<file path="config.mk">
export PLATFORM = sky130hd
export DESIGN_NAME = sub_45bit_seq_flat
export DESIGN_NICKNAME = d
export VERILOG_FILES = /design/src/rtl/sub_45bit_seq_if.sv /design/src/rtl/sub_45bit_seq.sv /design/src/flat_wrapper.sv
export SDC_FILE = /design/constraint.sdc
export NUM_CORES = 1
export LEC_CHECK = 0
export CAP_MARGIN = 10
export CORE_MARGIN = 2
export CORE_UTILIZATION = 40
export CTS_BUF_LIST = sky130_fd_sc_hd__clkbuf_8
export DETAILED_ROUTE_END_ITERATION = 10
export GPL_ROUTABILITY_DRIVEN = 0
export HOLD_SLACK_MARGIN = 0.02
export PLACE_DENSITY_LB_ADDON = 0.3
export SETUP_SLACK_MARGIN = 0.05
export SLEW_MARGIN = 20
export SYNTH_ARGS = -nofsm -noshare
export SYNTH_HDL_FRONTEND = slang
export SYNTH_SLANG_ARGS = --single-unit
</file>
<file path="constraint.sdc">
create_clock -name clk -period 37.4 [get_ports clk]
set_clock_uncertainty 0.05 [all_clocks]
set_input_delay 5.61 -clock clk [delete_from_list [all_inputs] [get_ports clk]]
set_output_delay 5.61 -clock clk [all_outputs]
set_load 0.02 [all_outputs]
</file>
<file path="src/rtl/sub_45bit_seq_if.sv">
`default_nettype none
// ============================================================================
// Module      : sub_45bit_seq_if
// Description : Operand/result handshake bundle for the sequential
//               subtractor. The master side presents operands and accepts
//               results; the slave side is the subtractor itself.
//   in_valid/in_ready   : operand handshake (A, B, bin)
//   out_valid/out_ready : result handshake (D, bout, zero)
//   Vectors are indexed [WIDTH:1], bit 1 = LSB.
// Revision    : 1.0 - initial release
// ============================================================================
interface sub_45bit_seq_if #(
    parameter int WIDTH = 45
);
    logic             in_valid;
    logic             in_ready;
    logic [WIDTH:1]   A;
    logic [WIDTH:1]   B;
    logic             bin;
    logic             out_valid;
    logic             out_ready;
    logic [WIDTH:1]   D;
    logic             bout;
    logic             zero;

    modport master (
        output in_valid, A, B, bin, out_ready,
        input  in_ready, out_valid, D, bout, zero
    );

    modport slave (
        input  in_valid, A, B, bin, out_ready,
        output in_ready, out_valid, D, bout, zero
    );
endinterface
`default_nettype wire

</file>
<file path="src/rtl/sub_45bit_seq.sv">
`default_nettype none
// ============================================================================
// Module      : sub_45bit_seq
// Description : Multi-cycle subtractor, D = A - B - bin (mod 2^WIDTH).
//               The borrow chain is resolved CHUNK bits per clock, taking
//               N = ceil(WIDTH/CHUNK) compute cycles per operation.
//   clk    : rising-edge clock
//   rst_n  : synchronous active-low reset
//   bus    : slave side of sub_45bit_seq_if (operand and result handshakes)
//            D     - difference [WIDTH:1]
//            bout  - 1 iff A < B + bin (unsigned)
//            zero  - 1 iff D == 0
// Revision    : 1.0 - initial release
// ============================================================================
module sub_45bit_seq #(
    parameter int WIDTH = 45,
    parameter int CHUNK = 9
) (
    input  wire logic      clk,
    input  wire logic      rst_n,
    sub_45bit_seq_if.slave bus
);

    localparam int N     = (WIDTH + CHUNK - 1) / CHUNK;
    localparam int IDX_W = (N > 1) ? $clog2(N) : 1;
    localparam int PW    = $clog2(WIDTH + 1);

    typedef enum logic [1:0] {
        IDLE = 2'd0,
        BUSY = 2'd1,
        DONE = 2'd2
    } state_t;

    state_t             state;
    state_t             state_next;

    logic [WIDTH:1]     a_q;
    logic [WIDTH:1]     b_q;
    logic [WIDTH:1]     d_q;
    logic               br_q;
    logic               bout_q;
    logic               zero_q;
    logic [IDX_W-1:0]   idx_q;

    logic [WIDTH:1]     d_chunk;
    logic               br_chunk;
    logic               last_chunk;

    // Resolve the chunk selected by idx_q. Bits outside that chunk keep their
    // D value and pass the borrow through untouched, so the borrow seen at
    // the end of the walk is the one leaving the active chunk. A partial last
    // chunk simply has fewer active bits; nothing above WIDTH exists.
    always_comb begin
        logic          br;
        logic [PW-1:0] bit_i;
        d_chunk = d_q;
        br      = br_q;
        bit_i   = '0;
        for (int p = 1; p <= WIDTH; p++) begin
            bit_i = PW'(p);
            if (idx_q == IDX_W'((p - 1) / CHUNK)) begin
                d_chunk[bit_i] = a_q[bit_i] ^ b_q[bit_i] ^ br;
                br = (~a_q[bit_i] & b_q[bit_i]) |
                     (~(a_q[bit_i] ^ b_q[bit_i]) & br);
            end
        end
        br_chunk = br;
    end

    assign last_chunk = (idx_q == IDX_W'(N - 1));

    // State register and datapath registers
    always_ff @(posedge clk) begin
        if (!rst_n) begin
            state  <= IDLE;
            a_q    <= '0;
            b_q    <= '0;
            d_q    <= '0;
            br_q   <= 1'b0;
            bout_q <= 1'b0;
            zero_q <= 1'b0;
            idx_q  <= '0;
        end else begin
            state <= state_next;
            case (state)
                IDLE: begin
                    if (bus.in_valid) begin
                        a_q   <= bus.A;
                        b_q   <= bus.B;
                        br_q  <= bus.bin;
                        idx_q <= '0;
                    end
                end
                BUSY: begin
                    d_q   <= d_chunk;
                    br_q  <= br_chunk;
                    idx_q <= idx_q + IDX_W'(1);
                    if (last_chunk) begin
                        bout_q <= br_chunk;
                        zero_q <= (d_chunk == '0);
                    end
                end
                default: begin
                end
            endcase
        end
    end

    // Next-state and handshake outputs
    always_comb begin
        state_next    = state;
        bus.in_ready  = 1'b0;
        bus.out_valid = 1'b0;
        case (state)
            IDLE: begin
                bus.in_ready = 1'b1;
                if (bus.in_valid) begin
                    state_next = BUSY;
                end
            end
            BUSY: begin
                if (last_chunk) begin
                    state_next = DONE;
                end
            end
            DONE: begin
                bus.out_valid = 1'b1;
                if (bus.out_ready) begin
                    state_next = IDLE;
                end
            end
            default: begin
                state_next = IDLE;
            end
        endcase
    end

    assign bus.D    = d_q;
    assign bus.bout = bout_q;
    assign bus.zero = zero_q;

endmodule
`default_nettype wire
</file>
<file path="src/flat_wrapper.sv">
// flat-port wrapper written by rule: the top's interface ports become plain ports
module sub_45bit_seq_flat 
#(
    parameter int WIDTH = 45,
    parameter int CHUNK = 9
)
  (clk, rst_n, bus_in_valid, bus_A, bus_B, bus_bin, bus_out_ready, bus_in_ready, bus_out_valid, bus_D, bus_bout, bus_zero);
  sub_45bit_seq_if #(.WIDTH(WIDTH)) bus_i ();
  input  wire logic clk;
  input  wire logic rst_n;
  input wire logic [$bits(bus_i.in_valid)-1:0] bus_in_valid;
  input wire logic [$bits(bus_i.A)-1:0] bus_A;
  input wire logic [$bits(bus_i.B)-1:0] bus_B;
  input wire logic [$bits(bus_i.bin)-1:0] bus_bin;
  input wire logic [$bits(bus_i.out_ready)-1:0] bus_out_ready;
  output wire logic [$bits(bus_i.in_ready)-1:0] bus_in_ready;
  output wire logic [$bits(bus_i.out_valid)-1:0] bus_out_valid;
  output wire logic [$bits(bus_i.D)-1:0] bus_D;
  output wire logic [$bits(bus_i.bout)-1:0] bus_bout;
  output wire logic [$bits(bus_i.zero)-1:0] bus_zero;
  assign bus_i.in_valid = bus_in_valid;
  assign bus_i.A = bus_A;
  assign bus_i.B = bus_B;
  assign bus_i.bin = bus_bin;
  assign bus_i.out_ready = bus_out_ready;
  assign bus_in_ready = bus_i.in_ready;
  assign bus_out_valid = bus_i.out_valid;
  assign bus_D = bus_i.D;
  assign bus_bout = bus_i.bout;
  assign bus_zero = bus_i.zero;
  sub_45bit_seq #(.WIDTH(WIDTH), .CHUNK(CHUNK)) u_core (.clk(clk), .rst_n(rst_n), .bus(bus_i));
endmodule
</file>
==> run metrics <==
Seq/Total Area, Yosys=40.0%; flops & latches, synth=143; CTS tree=done; Seq pwr share=40.3%; HPWL after detailed placement=approximately 12000 um; WHS Path Cells=2; unrepaired setup endpoints after global routing=false; Routed wire per std cell=14.7 um; routed via count=between 5000 and 6000; Clock Power Share=about 33%; synth warn=0; row cnt=48; fillers=1661; Combinational Power Share=26.6%; Final Critical Period=29.50 ns; Post-CTS Hold Buffers=0; ys async rst share=0%; H-tree depth=4; Core Box Area=between 15000 and 20000 um^2; DR iter-0 viols=269; Setup Slack @ Placement=7.81 ns; Die Ht=138 um; Switch Pwr=122 uW; Total Routed Length=16800 um; Hold Slack=0.415 ns; Post-synth EDFFs=0; drt first pass iters=7; prevailing post-synth register cell=dfxtp_1; relative slew slack=30.2%; initial antenna violation count=1; grt ovf=0; data arrival time of the worst path=29.83 ns; Hold Vio Cnt, Final=0; Die X=approximately 140 um; number of buffers created by CTS=17; kind of critical path=reg2reg; commonest non-fill, non-tap cell in the layout=nand2_1; hold crit path type=reg2reg; Final ANT Viol Nets=0; largest net degree at the start of global routing=98; Worst-Margin Slew=1.05 ns; sequential cell area=2860 um^2; cell family with most CP delay=adder cells; CP max stage delay=around 0.48 ns; CTS root buf=clkbuf_8; Sink Count=143; Mapped Area=7150 um^2; setup TNS=0 ns; area delta synth->final=27.2%; IO Pins=144; CP max FO=11; CTS resizes=0; Post-Syn Area per Cell=8.95 um^2; Clock Tree Buf Depth=2; number of global-route vias before repair=5523; cell count along the critical path=108; max_cap viols=0; diodes inserted=0; die footprint=19000 um^2; Initial Util=41.1%; crit path buf inv count=9; startpoint types=flip-flop; post-synthesis instance total=between 700 and 800; global-route wire length before repair=27200 um; Pint=roughly 300 uW; Syn Nets=944; sw frac=between 20% and 30%; worst r2r path cells=108; Nets=1056; Port Buffers=~140; fin crit share=78.9%; Clock transition at path regs=0.08 ns; drt via density=4.92; FMAX=0.0339 GHz; most frequent cells in the layout=nand2_1, dfxtp_1, clkdlybuf4s50_1; Cell variety after synth=46; Worst Slack Setup Final=a little under 8 ns; crit-path most repeated cell=fa_1; gr usage total=18.5%; Max IR drop VDD=0.0292 mV; critical path's slowest cell=fa_1; fin. max-slew vios=0; postcts setup bufs=0; status=completed; P_leak=0.00394 uW; # setup viols final=0; DRC=0; layout cells sized above 1=5.20%; Final Util=52.3%; Crit path required time=roughly 38 ns; Clock Latency Late Sink=0.45 ns; area occupied by multi-input gates=3840 um^2; element type at the critical path end=flip-flop; power per cell area=around 45 nW/um^2
## final timing paths
| check | startpoint | to | slack, ns |
|---|---|---|---|
| hold reg to reg | u_core.a_q[36] | u_core.a_q[36] | 0.42 |
| setup / recovery | u_core.idx_q[0] | u_core.bus.zero | 7.90 |
| setup reg to reg | u_core.idx_q[0] | u_core.bus.zero | 7.90 |
| hold / removal | u_core.a_q[36] | u_core.a_q[36] | 0.42 |
## routing by layer
layer / GRT usage, % / part of all wire, % / up-vias
met5: 0 / 0.048 / -
met4: 4.48 / 0.82 / 2
met3: 5.04 / 5.4 / 14
met2: 28.9 / 45 / 116
met1: 25.6 / 48 / 2654
li1: - / - / 2857
## cell type report
cell class	instances	area share (%)
clock buffers	21	3.18
clock inverters	10	1.75
inverters	57	2.35
multi-input cells	546	42.2
flip-flops and latches	143	31.5
well taps	225	3.09
repair buffers	146	15.9
## power groups by stage
stage	Sequential [uW]	Clock (uW)	Combinational, uW
global route	168	147	127
global placement	170	0	109
finish	166	137	110
CTS	167	140	112
floorplan	171	0	75.0
detailed placement	170	0	111
## state kept, by name (all words and copies together) (netlist names)
name	flops
u_core.a_q	45
u_core.b_q	45
u_core.bus.D	45
u_core.idx_q	3
u_core.state	2
u_core.br_q	1
u_core.bus.bout	1
u_core.bus.zero	1
## kinds of logic (layout without fill, tap and decap cells)
group           Yosys count  in the layout  share of synthesized area [%]
buf+inv                 110            234                           6.45
fa+ha+maj                50             50                           13.5
mux                       2              2                          0.280
simple gates            296            296                           17.7
compound gates          198            198                           22.1
flops                   143            143                           40.0
## per-stage QoR
| step | cells | instance area, um^2 | total power, uW |
|---|---|---|---|
| global placement | 1117 | 8650 | 279 |
| global route | 1148 | 9100 | 442 |
| floorplan | 799 | 7150 | 246 |
| CTS | 1148 | 9100 | 419 |
| detailed placement | 1117 | 8650 | 281 |
| finish | 1148 | 9100 | 414 |
## cell usage after synthesis, drive strengths merged (3+ instances only)
library cell	n	area [um^2]
nand3	6	30.0
nor4	5	31.3
nand4b	3	26.3
o21ai	4	20.0
nor3	8	45.0
nor2b	8	60.1
ha	5	62.6
fa	45	901
a21oi	10	50.1
clkbuf	32	120
nor2	10	40.0
dfxtp	143	2860
nand2	234	878
a21boi	93	698
nand4	6	37.5
and2	4	25.0
buf	21	128
inv	57	214
a21o	18	135
nand2b	4	25.0
o211a	45	450
or4	4	37.5
o31ai	3	27.5
o21a	17	128
## tightest hold or removal path, cell delays in order, from the launching register on
cell and delay (ns):
dfxtp_1 0.31, nand2_1 0.05, a21boi_0 0.06
(Power assumes the default switching activity.)
